`config.mk`:
```
export PLATFORM = sky130hd
export DESIGN_NAME = uart_transceiver
export DESIGN_NICKNAME = d
export VERILOG_FILES = /design/src/rtl/uart_pkg.sv /design/src/rtl/uart_fifo.sv /design/src/rtl/uart_transceiver.sv
export SDC_FILE = /design/constraint.sdc
export NUM_CORES = 1
export LEC_CHECK = 0
export BUFFER_PORTS_ARGS = -buffer_cell sky130_fd_sc_hd__buf_2
export CAP_MARGIN = 20
export CORE_MARGIN = 2
export CORE_UTILIZATION = 55
export DETAILED_ROUTE_END_ITERATION = 10
export PLACE_DENSITY = 0.76
export RECOVER_POWER = 25
export SYNTH_ARGS = -nofsm -noshare
export SYNTH_HDL_FRONTEND = slang
export SYNTH_SLANG_ARGS = --single-unit
```
`constraint.sdc`:
```
create_clock -name clk -period 4.17 [get_ports clk]
set_input_delay 0.6255 -clock clk [delete_from_list [all_inputs] [get_ports clk]]
set_output_delay 0.6255 -clock clk [all_outputs]
set_load 0.005 [all_outputs]
```
`src/rtl/uart_pkg.sv`:
```
// Shared UART definitions: FSM state encoding, parity modes and the parity-bit helper.
package uart_pkg;

   typedef enum logic [2:0] {IDLE, START, DATA, PARITY, STOP} uart_state_t;

   localparam logic PARITY_EVEN = 1'b0;
   localparam logic PARITY_ODD  = 1'b1;

   // Bit that makes the total count of ones even (PARITY_EVEN) or odd (PARITY_ODD).
   function automatic logic parity_bit(input logic [7:0] data, input logic mode);
      return (^data) ^ (mode == PARITY_ODD);
   endfunction

endpackage

```
`src/rtl/uart_fifo.sv`:
```
// Synchronous FIFO with combinational head (zero when empty); zero-latency read, one-cycle write.
// Push while full is accepted only together with a pop; otherwise it is ignored.
module uart_fifo #(
   parameter int Width = 8,
   parameter int Depth = 4
) (
   input  logic             clk,
   input  logic             rst,
   input  logic             push,
   input  logic [Width-1:0] push_data,
   input  logic             pop,
   output logic [Width-1:0] pop_data,
   output logic             full,
   output logic             empty
);
   localparam int AW = $clog2(Depth);

   logic [Width-1:0] mem [Depth];
   logic [AW-1:0]    wr_ptr, rd_ptr;
   logic [AW:0]      count;
   logic             do_push, do_pop;

   assign empty    = (count == '0);
   assign full     = (count == (AW+1)'(Depth));
   assign do_pop   = pop && !empty;
   assign do_push  = push && (!full || do_pop);
   assign pop_data = empty ? '0 : mem[rd_ptr];

   // Depth is a power of two, so the pointers wrap on their own overflow.
   always_ff @(posedge clk or posedge rst) begin
      if (rst) begin
         wr_ptr <= '0;
         rd_ptr <= '0;
         count  <= '0;
      end else begin
         if (do_push) wr_ptr <= wr_ptr + AW'(1);
         if (do_pop)  rd_ptr <= rd_ptr + AW'(1);
         case ({do_push, do_pop})
            2'b10:   count <= count + (AW+1)'(1);
            2'b01:   count <= count - (AW+1)'(1);
            default: ;
         endcase
      end
   end

   always_ff @(posedge clk) begin
      if (do_push) mem[wr_ptr] <= push_data;
   end

endmodule

```
`src/rtl/uart_transceiver.sv`:
```
// Full-duplex UART with TX/RX FIFOs; frame starts one clock after TX data is queued, RX bytes appear at the stop-bit sample.
// TX backpressure via tx_ready_o (FIFO full); a full RX FIFO drops the incoming byte and pulses rx_overrun_o.
module uart_transceiver #(
   parameter int DataBits  = 8,
   parameter int FifoDepth = 4,
   parameter int DivWidth  = 16
) (
   input  logic                clk,
   input  logic                rst,
   input  logic [DivWidth-1:0] baud_div_i,
   input  logic                parity_en_i,
   input  logic                parity_odd_i,
   input  logic [DataBits-1:0] tx_data_i,
   input  logic                tx_valid_i,
   output logic                tx_ready_o,
   output logic [DataBits-1:0] rx_data_o,
   output logic                rx_valid_o,
   input  logic                rx_ready_i,
   output logic                tx_o,
   input  logic                rx_i,
   output logic                tx_busy_o,
   output logic                rx_overrun_o,
   output logic                rx_parity_err_o,
   output logic                rx_frame_err_o
);
   import uart_pkg::*;

   localparam logic [2:0] LAST_BIT = 3'(DataBits - 1);

   logic                tx_fifo_full, tx_fifo_empty, tx_pop, tx_tick;
   logic [DataBits-1:0] tx_head, tx_shift;
   uart_state_t         tx_state;
   logic [DivWidth-1:0] tx_div, tx_cnt;
   logic [2:0]          tx_bit;
   logic                tx_par_en, tx_par;

   assign tx_ready_o = !tx_fifo_full;
   assign tx_tick    = (tx_cnt == tx_div);
   assign tx_pop     = !tx_fifo_empty && ((tx_state == IDLE) || (tx_state == STOP && tx_tick));
   assign tx_busy_o  = !tx_fifo_empty || (tx_state != IDLE);

   uart_fifo #(.Width(DataBits), .Depth(FifoDepth)) u_tx_fifo (
      .clk(clk), .rst(rst),
      .push(tx_valid_i && tx_ready_o), .push_data(tx_data_i),
      .pop(tx_pop), .pop_data(tx_head),
      .full(tx_fifo_full), .empty(tx_fifo_empty)
   );

   always_ff @(posedge clk or posedge rst) begin
      if (rst) begin
         tx_state  <= IDLE;
         tx_o      <= 1'b1;
         tx_cnt    <= '0;
         tx_div    <= '0;
         tx_bit    <= '0;
         tx_shift  <= '0;
         tx_par_en <= 1'b0;
         tx_par    <= 1'b0;
      end else if (tx_pop) begin
         // Covers both IDLE and STOP, so back-to-back frames have no idle gap.
         tx_state  <= START;
         tx_o      <= 1'b0;
         tx_cnt    <= '0;
         tx_div    <= baud_div_i;
         tx_shift  <= tx_head;
         tx_par_en <= parity_en_i;
         tx_par    <= parity_bit(8'(tx_head), parity_odd_i ? PARITY_ODD : PARITY_EVEN);
      end else if (tx_state != IDLE) begin
         if (!tx_tick) begin
            tx_cnt <= tx_cnt + DivWidth'(1);
         end else begin
            tx_cnt <= '0;
            case (tx_state)
               START: begin
                  tx_state <= DATA;
                  tx_o     <= tx_shift[0];
                  tx_bit   <= '0;
               end
               DATA: begin
                  if (tx_bit == LAST_BIT) begin
                     tx_state <= tx_par_en ? PARITY : STOP;
                     tx_o     <= tx_par_en ? tx_par : 1'b1;
                  end else begin
                     tx_bit   <= tx_bit + 3'd1;
                     tx_shift <= tx_shift >> 1;
                     tx_o     <= tx_shift[1];
                  end
               end
               PARITY: begin
                  tx_state <= STOP;
                  tx_o     <= 1'b1;
               end
               default: tx_state <= IDLE;
            endcase
         end
      end
   end

   logic [1:0]          rx_sync;
   logic                rx_s, rx_prev, rx_tick, rx_half, rx_stop_evt, rx_pop;
   logic                rx_fifo_full, rx_fifo_empty;
   uart_state_t         rx_state;
   logic [DivWidth-1:0] rx_div, rx_cnt;
   logic [DivWidth:0]   half_m1;
   logic [2:0]          rx_bit;
   logic [DataBits-1:0] rx_shift;
   logic                rx_par_en, rx_mode, rx_par_bad;

   assign rx_s        = rx_sync[1];
   assign half_m1     = (({1'b0, rx_div} + (DivWidth+1)'(1)) >> 1) - (DivWidth+1)'(1);
   assign rx_half     = ({1'b0, rx_cnt} == half_m1);
   assign rx_tick     = (rx_cnt == rx_div);
   assign rx_stop_evt = (rx_state == STOP) && rx_tick;
   assign rx_valid_o  = !rx_fifo_empty;
   assign rx_pop      = rx_valid_o && rx_ready_i;

   assign rx_overrun_o    = rx_stop_evt && rx_fifo_full && !rx_pop;
   assign rx_parity_err_o = rx_stop_evt && rx_par_bad;
   assign rx_frame_err_o  = rx_stop_evt && !rx_s;

   uart_fifo #(.Width(DataBits), .Depth(FifoDepth)) u_rx_fifo (
      .clk(clk), .rst(rst),
      .push(rx_stop_evt), .push_data(rx_shift),
      .pop(rx_pop), .pop_data(rx_data_o),
      .full(rx_fifo_full), .empty(rx_fifo_empty)
   );

   always_ff @(posedge clk or posedge rst) begin
      if (rst) begin
         rx_sync    <= 2'b11;
         rx_prev    <= 1'b1;
         rx_state   <= IDLE;
         rx_cnt     <= '0;
         rx_div     <= '0;
         rx_bit     <= '0;
         rx_shift   <= '0;
         rx_par_en  <= 1'b0;
         rx_mode    <= PARITY_EVEN;
         rx_par_bad <= 1'b0;
      end else begin
         rx_sync <= {rx_sync[0], rx_i};
         rx_prev <= rx_s;
         case (rx_state)
            IDLE: begin
               if (rx_prev && !rx_s) begin
                  rx_state   <= START;
                  rx_cnt     <= '0;
                  rx_div     <= baud_div_i;
                  rx_par_en  <= parity_en_i;
                  rx_mode    <= parity_odd_i ? PARITY_ODD : PARITY_EVEN;
                  rx_par_bad <= 1'b0;
               end
            end
            START: begin
               // A start bit that is high again at mid-bit was a glitch.
               if (rx_half) begin
                  rx_cnt   <= '0;
                  rx_bit   <= '0;
                  rx_state <= rx_s ? IDLE : DATA;
               end else begin
                  rx_cnt <= rx_cnt + DivWidth'(1);
               end
            end
            default: begin
               if (!rx_tick) begin
                  rx_cnt <= rx_cnt + DivWidth'(1);
               end else begin
                  rx_cnt <= '0;
                  case (rx_state)
                     DATA: begin
                        rx_shift <= {rx_s, rx_shift[DataBits-1:1]};
                        if (rx_bit == LAST_BIT) rx_state <= rx_par_en ? PARITY : STOP;
                        else                    rx_bit   <= rx_bit + 3'd1;
                     end
                     PARITY: begin
                        rx_par_bad <= (rx_s != parity_bit(8'(rx_shift), rx_mode));
                        rx_state   <= STOP;
                     end
                     default: rx_state <= IDLE;
                  endcase
               end
            end
         endcase
      end
   end

endmodule
```
Word level (Yosys, flattened, before mapping)
Memories as Yosys holds them, arrays and structs flattened.
Cells that the tools add are included.
{ "classes": {"magnitude_cmp": 0, "add_sub_neg": 14, "div_mod_pow": 0, "eq_ne": 27, "n_reduce_logical": 53, "mux": 52, "bitwise_logic": 6, "mul": 0, "shifts": 0} }
{ "op_table": {"columns": ["op", "n"], "rows": [
  ["16-bit 2-to-1 mux", 6],
  ["8-bit 2-to-1 mux", 7],
  ["3-bit 2-to-1 mux", 15],
  ["3-bit one-hot mux with 2 select lines", 6],
  ["16-bit by 1-bit adder with 16-bit output, second input constant", 2],
  ["16-bit == test", 2],
  ["16-bit one-hot mux with 2 select lines", 1],
  ["2-bit nonzero test", 10],
  ["3-bit == test, second input constant", 6],
  ["16-bit by 1-bit adder with 17-bit output, second input constant", 1],
  ["16-bit by 17-bit == test with 1-bit output", 1],
  ["16-bit by 1-bit subtractor with 17-bit output, second input constant", 1],
  ["8-bit XOR reduction", 2],
  ["1-bit logical AND", 14],
  ["1-bit 2-to-1 mux", 13],
  ["3-bit by 1-bit adder with 3-bit output, second input constant", 4],
  ["3-bit by 2-bit == test with 1-bit output, second input constant", 4],
  ["3-bit zero test", 4],
  ["4-bit AND reduction", 3],
  ["5-bit AND reduction", 2],
  ["3-bit one-hot mux with 3 select lines", 1],
  ["3-bit AND reduction", 3],
  ["2-bit by 1-bit adder with 2-bit output, second input constant", 4],
  ["3-bit by 1-bit == test with 1-bit output, second input constant", 2],
  ["19 further kinds", 38]
]} }
{ "word_totals": {"latch_bits": 0, "inputBits": 31, "regBits": 115, "mem_bits_rw": 64, "output_inout_bits": 15, "mem_bits_ro": 0, "n_memories": 2} }
{ "memory_table": {"columns": ["name", "depth", "width", "rd", "rd_clocked_by_memory_dff", "wr", "line_no", "source"], "rows": [
  ["u_rx_fifo.mem", 4, 8, 1, 0, 1, "uart_fifo.sv:18", "logic [Width-1:0] mem [Depth];"],
  ["u_tx_fifo.mem", 4, 8, 1, 0, 1, "uart_fifo.sv:18", null]
]} }

Logic depth before layout (Yosys ltp)
Gate-level depths: netlist (run 1).
{ "depth": {"word_depth": 9, "ltp_mapped": 16, "mapped_depth_nobuf": 13} }

By module
From an unflattened synthesis (run 1), not the netlist that was laid out.
{ "unflattened": {"hier_cells": 879, "area_unflattened_um2": 9666.8} }
{ "modules_own_cells": {"columns": ["module", "seq_area_each_um2", "cells_per_inst", "instances", "area_per_inst_um2"], "rows": [
  ["uart_transceiver", 2532.4, 667, 1, 6216.0],
  ["uart_fifo", 1136.1, 106, 2, 1725.4]
]} }

Worst setup path after synthesis (run 1)
OpenSTA, ideal clock, no wires.
{ "synth_path": {"kind": "reg-to-reg", "startpoint": "register rx_div[0]", "endpoint": "register rx_cnt[5]", "t_arrival_ns": 3.825, "stages_incl_launch_ff": 15, "setup_slack_ns": 0.226, "path_buffers": 2, "period_less_slack_ns": 3.944, "path_cell_list": "dfrtp_1 > ha_1 > buf_2 > xnor2_1 > ha_1 > nand2_1 > mux2_2 > or4_4 > or3_4 > or4_4 > a2111oi_4 > a21oi_2 > nor3_4 > buf_6 > nor2_2"} }
{ "synth_between": {"elab_chain_cells": 5} }
{ "synth_lines": {"columns": ["item", "line_no", "source"], "rows": [
  ["start, declared", "uart_transceiver.sv:103", "logic [DivWidth-1:0] rx_div, rx_cnt;"],
  ["start signal, assigned", "uart_transceiver.sv:148", "rx_div <= baud_div_i;"],
  ["16-bit by 1-bit adder with 17-bit output", "uart_transceiver.sv:110", "assign half_m1 = (({1'b0, rx_div} + (DivWidth+1)'(1)) >> 1) - (DivWidth+1)'(1);"],
  ["16-bit by 1-bit subtractor with 17-bit output", "uart_transceiver.sv:110", null],
  ["16-bit by 17-bit == test with 1-bit output", "uart_transceiver.sv:111", "assign rx_half = ({1'b0, rx_cnt} == half_m1);"],
  ["16-bit 2-to-1 mux", "uart_transceiver.sv:156", "if (rx_half) begin"],
  ["16-bit one-hot mux with 2 select lines (*)", "uart_transceiver.sv:143", "case (rx_state)"],
  ["end signal, assigned", "uart_transceiver.sv:161", "rx_cnt <= rx_cnt + DivWidth'(1);"],
  ["end signal, assigned", "uart_transceiver.sv:166", "rx_cnt <= rx_cnt + DivWidth'(1);"],
  ["end, declared", "uart_transceiver.sv:103", null]
]} }
Every way passes the cells marked *; elsewhere a longest branch is shown, timed or not.
A chain may end at the register's enable or synchronous reset.

Worst setup path after layout (run 1)
{ "layout_path": {"startpoint": "register rx_div[0]", "endpoint": "register rx_bit[0]"} }
{ "layout_between": {"elab_chain_cells": 5} }
{ "layout_lines": {"columns": ["item", "line_no", "source"], "rows": [
  ["16-bit by 1-bit adder with 17-bit output", "uart_transceiver.sv:110", null],
  ["16-bit by 1-bit subtractor with 17-bit output", "uart_transceiver.sv:110", null],
  ["16-bit by 17-bit == test with 1-bit output", "uart_transceiver.sv:111", null],
  ["2-bit != test (no source line)", null, null],
  ["5-bit AND reduction (no source line) (*)", null, null],
  ["end signal, assigned", "uart_transceiver.sv:173", "else rx_bit <= rx_bit + 3'd1;"],
  ["end, declared", "uart_transceiver.sv:105", "logic [2:0] rx_bit;"]
]} }
Marked as above.

==> reports/metrics.csv, run 1 <==
stage,metric,value,unit
clock_tree,numClockSinks,179,
final_layout,fillerInstances,1336,
worst_setup_path,cp-end-kind,register,
run_status,status,finished with violations,
timing,finalCritPeriodShare,0.964,
timing,tightest_slew,1770,ps
global_routing,antenna_found_initial,0,
run,maxCapViolCount,1,
final_layout,syn_to_final_growth,11.7,%
worst_setup_path,r2r_start,rx_div[0]$_DFFE_PP0P_,
logic_synthesis,avgSynthCellArea,11.1,µm²
clock_tree,cts_max_level,4,
final_layout,fin_cells,1105,
logic_synthesis,synth_edf_count,64,
clock_tree,path_clk_slew,80,ps
logic_synthesis,synthesis.nets,886,
final_layout,seqCellArea,0.00480,mm²
power_and_ir_drop,vdd_drop_max,0.000367,V
worst_setup_path,reg2regPathDepth,12,
placement,dp_slack,142,ps
placement,dp_hpwl,12700,µm
timing,min_period,4020,ps
logic_synthesis,yosysTopAreaCell,dfrtp_1,
final_layout,drive_above_1_share,0.177,
routing,first_pass_iters,4,
floorplan,die-area,0.0180,mm²
routing,drc,0,
final_layout,nNetsFinal,923,
floorplan,coreArea,0.0166,mm²
routing,finalWirelength,18300,µm
worst_setup_path,critical_path_required,4490,ps
timing,skew,11.4,ps
logic_synthesis,syn-cell-area,0.00931,mm²
timing,setup_viol,0,
routing,ant_nets,0,
logic_synthesis,syn_inst,835,
final_layout,fin_util,0.627,
final_layout,antenna_cells,0,
global_routing,grt_pass1_vias,6107,
run_status,violations,"max-capacitance violations, max-slew violations",
clock_tree,cts_made_buffers,17,
logic_synthesis,synth-seq-cells,179,
worst_setup_path,crit_start,rx_div[0]$_DFFE_PP0P_,
routing,wire_per_inst,16.5,µm
clock_tree,insertion_delay,440,ps
worst_setup_path,endpoint,rx_bit[0]$_DFFE_PP0P_,
logic_synthesis,ys.flop_type,dfrtp_1,
power_and_ir_drop,power.density,582,mW/mm²
placement,io_buffers,45,
global_routing,overflow,0,
clock_tree,cts_root_buf,clkbuf_16,
clock_tree,tritoncts,built,
logic_synthesis,ys.warnings.count,0,
clock_tree,clock_path_buffers,2,
routing,vias,6237,
floorplan,die-width,134,µm
worst_setup_path,r2r_slack,150,ps
global_routing,grt_pass1_wl,31000,µm
floorplan,dieHeight,134,µm
timing,hold_violations,0,
worst_setup_path,crit_arrival,4340,ps
logic_synthesis,netlist.area_leader.share,0.298,
timing,slew_violations,73,
min_path,hold_class,input port to async pin,
global_routing,grt_max_degree,86,
worst_setup_path,path_class,register to register,
floorplan,start_util,0.561,
logic_synthesis,yosys-top-cells-area,"dfrtp_1, edfxtp_1, xnor2_1",
logic_synthesis,synthTopCellsByCount,"dfrtp_1, nand2_1, xnor2_1",
worst_setup_path,reg2reg_to,rx_bit[0]$_DFFE_PP0P_,
timing,fmax,249,MHz
logic_synthesis,synth_cell_types,66,
global_routing,grt_usage,0.217,
worst_setup_path,worstPathMaxFanout,5,
routing,via_per_inst,5.64,
timing,relSlewSlack,-0.178,
logic_synthesis,synthArstFlopShare,0.642,
final_layout,multi_input_area,0.00423,mm²
floorplan,io_pins,46,
logic_synthesis,synth_most_common_cell,dfrtp_1,
power_and_ir_drop,p_leak,4.34,nW
worst_setup_path,worst_setup_path_start_kind,register,
routing,drtIter0Drc,495,
timing,worst_slack,149,ps
placement,place_inst,1070,
floorplan,rows,47,
placement,place.gp.congestion,0.907,
logic_synthesis,seq_area_frac_synth,0.516,
==> cell type report <==
cell class	instances	area share
flip-flops and latches	179	0.462
multi-input cells	583	0.406
clock buffers	17	0.0409
repair buffers	64	0.0347
well taps	220	0.0265
clock inverters	15	0.0195
inverters	27	0.00987
==> repair_timing <==
item	4_1_cts	5_1_grt
buffers inserted	0	1
resized for setup	0	5
endpoints found under the setup margin	0	14
hold buffers	0	0
==> critical path: stages, from the launching register on <==
cell,delay (ps)
dfrtp_1,380
ha_1,320
inv_2,100
ha_2,210
nand2_1,50
mux2_2,290
or4_4,520
or3_4,370
or4_4,560
a2111oi_4,470
nand4b_1,150
a21o_1,230
mux2_2,260
==> flip-flops by register name, indices dropped and copies added (netlist names), 2 cells and up <==
signal	count
rx_bit	3
rx_cnt	16
rx_div	16
rx_shift	8
rx_state	3
rx_sync	2
tx_bit	3
tx_cnt	16
tx_div	16
tx_shift	8
tx_state	3
u_rx_fifo.count	3
u_rx_fifo.mem	32
u_rx_fifo.rd_ptr	2
u_rx_fifo.wr_ptr	2
u_tx_fifo.count	3
u_tx_fifo.mem	32
u_tx_fifo.rd_ptr	2
u_tx_fifo.wr_ptr	2
==> logic make-up (layout without fill, tap and decap cells) <==
group           Yosys count  in the layout  share of synthesized area
simple gates            306            306                      0.165
flops                   179            179                      0.516
xor+xnor                121            121                      0.117
compound gates           87             87                     0.0645
buf+inv                  73            123                     0.0308
mux                      49             49                     0.0780
fa+ha+maj                20             20                     0.0285
==> cell usage in the layout (no fill, tap or decap), types with 4 or more instances in the layout <==
| cell type | n |
|---|---|
| a21oi_1 | 15 |
| and2_1 | 18 |
| and3_1 | 15 |
| buf_2 | 38 |
| buf_4 | 16 |
| clkbuf_1 | 8 |
| clkbuf_16 | 17 |
| clkinv_8 | 4 |
| dfrtp_1 | 111 |
| edfxtp_1 | 64 |
| ha_1 | 17 |
| inv_1 | 25 |
| inv_8 | 5 |
| mux2_2 | 28 |
| mux2i_1 | 5 |
| mux4_2 | 16 |
| nand2_1 | 96 |
| nand2b_1 | 4 |
| nand3_1 | 25 |
| nand4_1 | 24 |
| nor2_1 | 60 |
| nor2_2 | 10 |
| nor3_1 | 9 |
| nor4_1 | 13 |
| o211ai_1 | 5 |
| o21ai_0 | 17 |
| o22ai_1 | 10 |
| o31ai_1 | 8 |
| or3_1 | 9 |
| xnor2_1 | 70 |
| xor2_1 | 49 |
==> power breakdown <==
| part | total, mW | leakage (nW) | internal, mW | switching, mW |
|---|---|---|---|---|
| clock network | 1.67 | 0.306 | 0.878 | 0.795 |
| logic | 1.85 | 1.94 | 0.907 | 0.940 |
| registers | 2.53 | 2.10 | 2.10 | 0.429 |
==> per-stage QoR <==
stage | total power [mW] | setup TNS, ps | cell area, µm² | hold WS, ps
global route | 6.40 | -2.75 | 10400 | 276
detailed placement | 4.38 | 0 | 9750 | 349
floorplan | 3.93 | 0 | 9310 | 345
finish | 6.05 | 0 | 10400 | 231
CTS | 6.05 | 0 | 10400 | 282
global placement | 4.31 | 0 | 9750 | 347
==> layer usage <==
layer,track usage,vias up,part of all wire
met3,0.0389,20,0.036
met4,0.0567,0,0.012
met5,0,-,0
met2,0.348,132,0.49
li1,-,3021,-
met1,0.309,3064,0.47
==> worst min path at each step <==
stage | startpoint | slack (ps) | depth (start not counted) | to
2_1_floorplan | rx_sync[0]$_DFF_PP1_ | 350 | 0 | rx_sync[1]$_DFF_PP1_
3_3_place_gp | rx_sync[0]$_DFF_PP1_ | 350 | 0 | rx_sync[1]$_DFF_PP1_
3_5_place_dp | rx_sync[0]$_DFF_PP1_ | 350 | 0 | rx_sync[1]$_DFF_PP1_
4_1_cts | rx_i | 280 | 1 | rx_sync[0]$_DFF_PP1_
5_1_grt | rx_i | 280 | 1 | rx_sync[0]$_DFF_PP1_
6_report | rst | 230 | 2 | u_rx_fifo.rd_ptr[0]$_DFFE_PP0P_
Note: power is estimated with default switching activity, not from simulation.
==> run 2: changes to the inputs <==
- CORE_ASPECT_RATIO: default -> 0.5
==> run 2 against run 1 <==
Against the previous run: the run still ends with max-capacitance violations, max-slew violations left; final cell count increased by 0.45%; sequential cell count unchanged; cell area decreased by 0.31%; maximum frequency increased by 0.22%; global-route usage increased by 0.17 points; hold slack improved by 52 ps; clock-buffer cell count increased by 1; routed wire length increased by 0.16%; critical path depth increased by 1.
==> reports/metrics.csv, run 2 (synthesis gave the netlist of run 1 again) <==
stage,metric,value,unit,change
run_status,status,finished with violations,,unchanged
run_status,violations,"max-capacitance violations, max-slew violations",,unchanged
final_layout,final_cell_area,0.0104,mm²,about the same
placement,io_buffers,45,,unchanged
final_layout,largestRegisters,"u_rx_fifo.mem: 32 flops, u_tx_fifo.mem: 32 flops",,unchanged
global_routing,grt_max_degree,78,,was 86
timing,relSlewSlack,-0.947,,was -0.178
timing,fmax,249,MHz,about the same
placement,place_inst,1076,,was 1070
worst_setup_path,critical_path_required,4480,ps,was 4490 ps
timing,finalCritPeriodShare,0.962,,was 0.964
timing,tns,0,ps,unchanged
routing,ant_nets,0,,unchanged
final_layout,fin_util,0.629,,was 0.627
routing,via_per_inst,5.66,,was 5.64
clock_tree,cts_root_buf,clkbuf_16,,unchanged
power_and_ir_drop,power.density,577,mW/mm²,was 582 mW/mm²
timing,tightest_slew,2920,ps,was 1770 ps
timing,min_period,4010,ps,was 4020 ps
worst_setup_path,worst_setup_path_start_kind,register,,unchanged
final_layout,nNetsFinal,921,,was 923
timing,skew,16.2,ps,was 11.4 ps
timing,whs,282,ps,was 231 ps
global_routing,grt_usage,0.219,,was 0.217
timing,worst_slack,158,ps,was 149 ps
clock_tree,tritoncts,built,,unchanged
floorplan,dieHeight,96.0,µm,was 134 µm
global_routing,overflow,0,,unchanged
timing,rsz0062_at_grt,false,,
routing,drc,0,,unchanged
clock_tree,cts_max_level,4,,unchanged
floorplan,rows,33,,was 47
timing,slew_violations,78,,was 73
run,maxCapViolCount,1,,unchanged
timing,hold_violations,0,,unchanged
floorplan,coreArea,0.0165,mm²,was 0.0166 mm²
min_path,hold_class,input port to register,,was input port to async pin
placement,place.gp.congestion,0.872,,was 0.907
floorplan,die-width,188,µm,was 134 µm
timing,setup_viol,0,,unchanged
final_layout,antenna_cells,0,,unchanged
clock_tree,cts_made_buffers,17,,unchanged
final_layout,layout_common_cells,"dfrtp_1, nand2_1, xnor2_1",,unchanged
routing,wire_per_inst,16.5,µm,about the same
power_and_ir_drop,total_power,5.98,mW,was 6.05 mW
routing,finalWirelength,18300,µm,about the same
floorplan,die-area,0.0180,mm²,about the same
worst_setup_path,path_class,register to register,,unchanged
placement,place_area,0.00976,mm²,was 0.00975 mm²
clock_tree,numClockSinks,179,,unchanged
final_layout,final_common_cell,dfrtp_1,,unchanged
routing,vias,6284,,was 6237
global_routing,grt_pass1_wl,31000,µm,unchanged
final_layout,seqCellArea,0.00480,mm²,unchanged
power_and_ir_drop,vdd_drop_max,0.000321,V,was 0.000367 V
floorplan,io_pins,46,,unchanged
worst_setup_path,cp-end-kind,register,,unchanged
clock_tree,clock_path_buffers,2,,unchanged
routing,drtIter0Drc,472,,was 495
global_routing,antenna_found_initial,0,,unchanged
clock_tree,insertion_delay,450,ps,was 440 ps
final_layout,fin_cells,1110,,was 1105
placement,dp_slack,110,ps,was 142 ps
final_layout,drive_above_1_share,0.173,,was 0.177
placement,dp_hpwl,12900,µm,was 12700 µm
floorplan,start_util,0.565,,was 0.561
power_and_ir_drop,p_leak,4.33,nW,was 4.34 nW
worst_setup_path,worstPathMaxFanout,5,,unchanged
worst_setup_path,crit_arrival,4320,ps,was 4340 ps
final_layout,fillerInstances,1266,,was 1336
global_routing,grt_pass1_vias,6238,,was 6107
final_layout,multi_input_area,0.00422,mm²,was 0.00423 mm²
final_layout,syn_to_final_growth,11.4,%,was 11.7%
routing,first_pass_iters,5,,was 4
clock_tree,path_clk_slew,70,ps,was 80 ps
run 2: layer usage:
| layer | share of wire | up-vias | global-route usage |
|---|---|---|---|
| met5 | 0 | - | 0 |
| met4 | 0.013 | 0 | 0.0669 |
| met3 | 0.029 | 21 | 0.0423 |
| met2 | 0.50 | 99 | 0.382 |
| met1 | 0.45 | 3142 | 0.283 |
| li1 | - | 3022 | - |
run 2: worst paths after layout:
check,startpoint,endpoint,slack (ps),cells past startpoint
setup / recovery,rx_div[0]$_DFFE_PP0P_,rx_cnt[4]$_DFFE_PP0P_,160,13
hold / removal,rx_i,rx_sync[0]$_DFF_PP1_,280,1
setup reg to reg,rx_div[0]$_DFFE_PP0P_,rx_cnt[4]$_DFFE_PP0P_,160,13
hold reg to reg,rx_sync[0]$_DFF_PP1_,rx_sync[1]$_DFF_PP1_,360,0
max in group asynchronous,rst,rx_shift[4]$_DFFE_PP0P_,1280,2
min in group asynchronous,rst,rx_div[3]$_DFFE_PP0P_,1230,2
run 2: power breakdown:
group | leakage [nW] | switching [mW] | internal, mW
logic | 1.94 | 0.907 | 0.899
clock network | 0.294 | 0.782 | 0.843
registers | 2.10 | 0.449 | 2.10
run 2: final cells by class:
class                      count  share of cell area
inverter                      27             0.00978
clock buffer                  18              0.0435
timing repair buffer          62              0.0340
sequential                   179               0.464
clock inverter                14              0.0144
tap                          227              0.0274
multi-input combinational    583               0.407
run 2: timing repair:
item / 4_1_cts / 5_1_grt
endpoints found under the hold margin: 0 / 0
setup endpoints to repair: 0 / 11
hold buffers: 0 / 0
gates resized for setup: 0 / 1
setup buffers: 0 / 1
run 2: worst max-delay path, stage by stage, from the launching register on:
cell and delay, ps:
dfrtp_1 390, ha_1 320, inv_1 120, ha_1 220
nand2_1 70, mux2_2 300, or4_4 510, or3_4 370
or4_4 550, a2111oi_4 400, a21oi_2 160, nor3_4 260
buf_4 170, nor4_1 50
==> run 3: changes to the inputs <==
--- a/config.mk
+++ b/config.mk
@@ -13,5 +13,5 @@
 export DETAILED_ROUTE_END_ITERATION = 10
 export PLACE_DENSITY = 0.76
-export RECOVER_POWER = 25
+export SLEW_MARGIN = 20
 export SYNTH_ARGS = -nofsm -noshare
 export SYNTH_HDL_FRONTEND = slang
==> constraint.sdc (replaced) <==
create_clock -name clk -period 4.17 [get_ports clk]
set_input_delay 0.6255 -clock clk [delete_from_list [all_inputs] [get_ports clk]]
set_output_delay 0.6255 -clock clk [all_outputs]
set_load 0.1 [all_outputs]
==> run 3 against run 2 <==
Against the previous run: the flow now finishes without violations; power rose by 0.97%; register-to-register slack barely moved; routed wire length increased by 0.10%; sequential power about the same; highest routed layer unchanged.
==> reports/metrics.csv, run 3 (synthesis gave the netlist of run 1 again) <==
stage,metric,value,unit,change
run_status,status,"complete, no violations",,was finished with violations
global_routing,grt_max_degree,78,,unchanged
clock_tree,cts_max_level,4,,unchanged
timing,finalCritPeriodShare,0.961,,was 0.962
routing,vias,6291,,was 6284
timing,slew_violations,0,,was 78
clock_tree,clock_path_buffers,2,,unchanged
routing,first_pass_iters,5,,unchanged
worst_setup_path,r2r_slack,160,ps,about the same
worst_setup_path,worstPathMaxFanout,5,,unchanged
routing,dr_wl_met2,9160,µm,was 9210 µm
worst_setup_path,cp-end-kind,register,,unchanged
clock_tree,numClockSinks,179,,unchanged
power_and_ir_drop,vdd_drop_max,0.000322,V,was 0.000321 V
power_and_ir_drop,total_power,6.04,mW,was 5.98 mW
clock_tree,cts_made_buffers,17,,unchanged
placement,place_area,0.00976,mm²,unchanged
clock_tree,hold_buffers,0,,unchanged
routing,via_per_inst,5.67,,was 5.66
floorplan,rows,33,,unchanged
routing,wire_per_inst,16.5,µm,about the same
routing,wl_met3,620,µm,was 526 µm
floorplan,die-area,0.0180,mm²,unchanged
worst_setup_path,worst_setup_path_start_kind,register,,unchanged
min_path,hold_class,input port to register,,unchanged
timing,rsz0062_at_grt,false,,unchanged
min_path,min_from,rx_i,,unchanged
global_routing,overflow,0,,unchanged
routing,routed.top_layer,met4,,unchanged
worst_setup_path,reg2reg_to,rx_cnt[4]$_DFFE_PP0P_,,unchanged
final_layout,largestRegisters,"u_rx_fifo.mem: 32 flops, u_tx_fifo.mem: 32 flops",,unchanged
floorplan,coreArea,0.0165,mm²,unchanged
worst_setup_path,r2r_start,rx_div[0]$_DFFE_PP0P_,,unchanged
clock_tree,tritoncts,built,,unchanged
clock_tree,path_clk_slew,70,ps,about the same
final_layout,drive_above_1_share,0.185,,was 0.173
timing,whs,279,ps,was 282 ps
floorplan,dieHeight,96.0,µm,unchanged
timing,setup_viol,0,,unchanged
global_routing,grt_usage,0.219,,unchanged
global_routing,grt_pass1_vias,6238,,unchanged
global_routing,grt_pass1_wl,31000,µm,unchanged
final_layout,final_common_cell,dfrtp_1,,unchanged
final_layout,nNetsFinal,921,,unchanged
worst_setup_path,crit_arrival,4320,ps,about the same
timing,relSlewSlack,0.361,,was -0.947
power_and_ir_drop,p_leak,4.35,nW,was 4.33 nW
routing,ant_nets,0,,unchanged
timing,hold_violations,0,,unchanged
placement,dp_hpwl,12900,µm,unchanged
timing,min_period,4010,ps,about the same
routing,m1WireLength,8300,µm,was 8310 µm
floorplan,io_pins,46,,unchanged
clock_tree,insertion_delay,450,ps,about the same
final_layout,final_cell_area,0.0104,mm²,about the same
timing,fmax,250,MHz,was 249 MHz
run,maxCapViolCount,0,,was 1
timing,skew,16.9,ps,was 16.2 ps
worst_setup_path,endpoint,rx_cnt[4]$_DFFE_PP0P_,,unchanged
power_and_ir_drop,power.density,582,mW/mm²,was 577 mW/mm²
worst_setup_path,crit_start,rx_div[0]$_DFFE_PP0P_,,unchanged
placement,place.gp.congestion,0.872,,unchanged
final_layout,antenna_cells,0,,unchanged
global_routing,antenna_found_initial,0,,unchanged
final_layout,syn_to_final_growth,11.5,%,was 11.4%
floorplan,start_util,0.565,,unchanged
clock_tree,cts_root_buf,clkbuf_16,,unchanged
floorplan,die-width,188,µm,unchanged
routing,drtIter0Drc,476,,was 472
timing,tightest_slew,959,ps,was 2920 ps
routing,drc,0,,unchanged
worst_setup_path,critical_path_required,4480,ps,about the same
placement,io_buffers,45,,unchanged
min_path,hold_depth,1,,unchanged
final_layout,layout_common_cells,"dfrtp_1, nand2_1, xnor2_1",,unchanged
routing,finalWirelength,18300,µm,about the same
worst_setup_path,path_class,register to register,,unchanged
worst_setup_path,reg2regPathDepth,13,,unchanged
timing,tns,0,ps,unchanged
==> run 3: changes by cell type in the layout (fill, tap and decap cells not counted) <==
cell / before / now
buf_2: 38 / 45
inv_1: 27 / 26
clkbuf_1: 8 / 0
clkbuf_2: 0 / 1
dfstp_1: 1 / 0
inv_4: 0 / 1
dfstp_2: 3 / 4
==> run 3: cell type report <==
type,count,area (µm²)
well taps,227,284
repair buffers,62,363
inverters,27,104
flip-flops and latches,179,4800
clock buffers,18,450
fillers,1261,6100
clock inverters,14,149
multi-input cells,583,4220
==> run 3: worst min-delay path by stage <==
stage,slack (ps),to
2_1_floorplan,350,rx_sync[1]$_DFF_PP1_
3_5_place_dp,350,rx_sync[1]$_DFF_PP1_
5_1_grt,270,rx_sync[0]$_DFF_PP1_
6_report,280,rx_sync[0]$_DFF_PP1_
4_1_cts,270,rx_sync[0]$_DFF_PP1_
3_3_place_gp,350,rx_sync[1]$_DFF_PP1_
==> run 3: critical path: stages (launching register included) <==
cell,delay (ps)
dfrtp_1,390
ha_1,320
inv_1,120
ha_1,220
nand2_1,70
mux2_2,300
or4_4,510
or3_4,370
or4_4,550
a2111oi_4,390
a21oi_2,150
nor3_4,260
buf_4,170
nor4_1,50
==> run 3: routing by layer <==
layer  GRT usage  vias up
li1            -     3021
met1       0.283     3128
met2       0.382      121
met3      0.0423       21
met4      0.0669        0
met5           0        -
==> run 3: per-stage QoR <==
step           cells  worst slack, ps   util
3_5_place_dp    1076              110  0.592
5_1_grt         1110             8.24  0.630
4_1_cts         1108              107  0.629
6_report        1110              164  0.630
3_3_place_gp    1076              170  0.592
2_1_floorplan    835              226      -
==> run 3: power breakdown <==
part	internal (mW)	switching [mW]	total [mW]
logic	0.900	0.965	1.86
registers	2.10	0.447	2.55
clock network	0.843	0.783	1.63
total	3.85	2.20	6.04
==> run 3: timing repair <==
action	in CTS	in global routing
gates resized for setup	0	1
endpoints found under the setup margin	0	11
buffers inserted	0	1
hold endpoints to repair	0	0
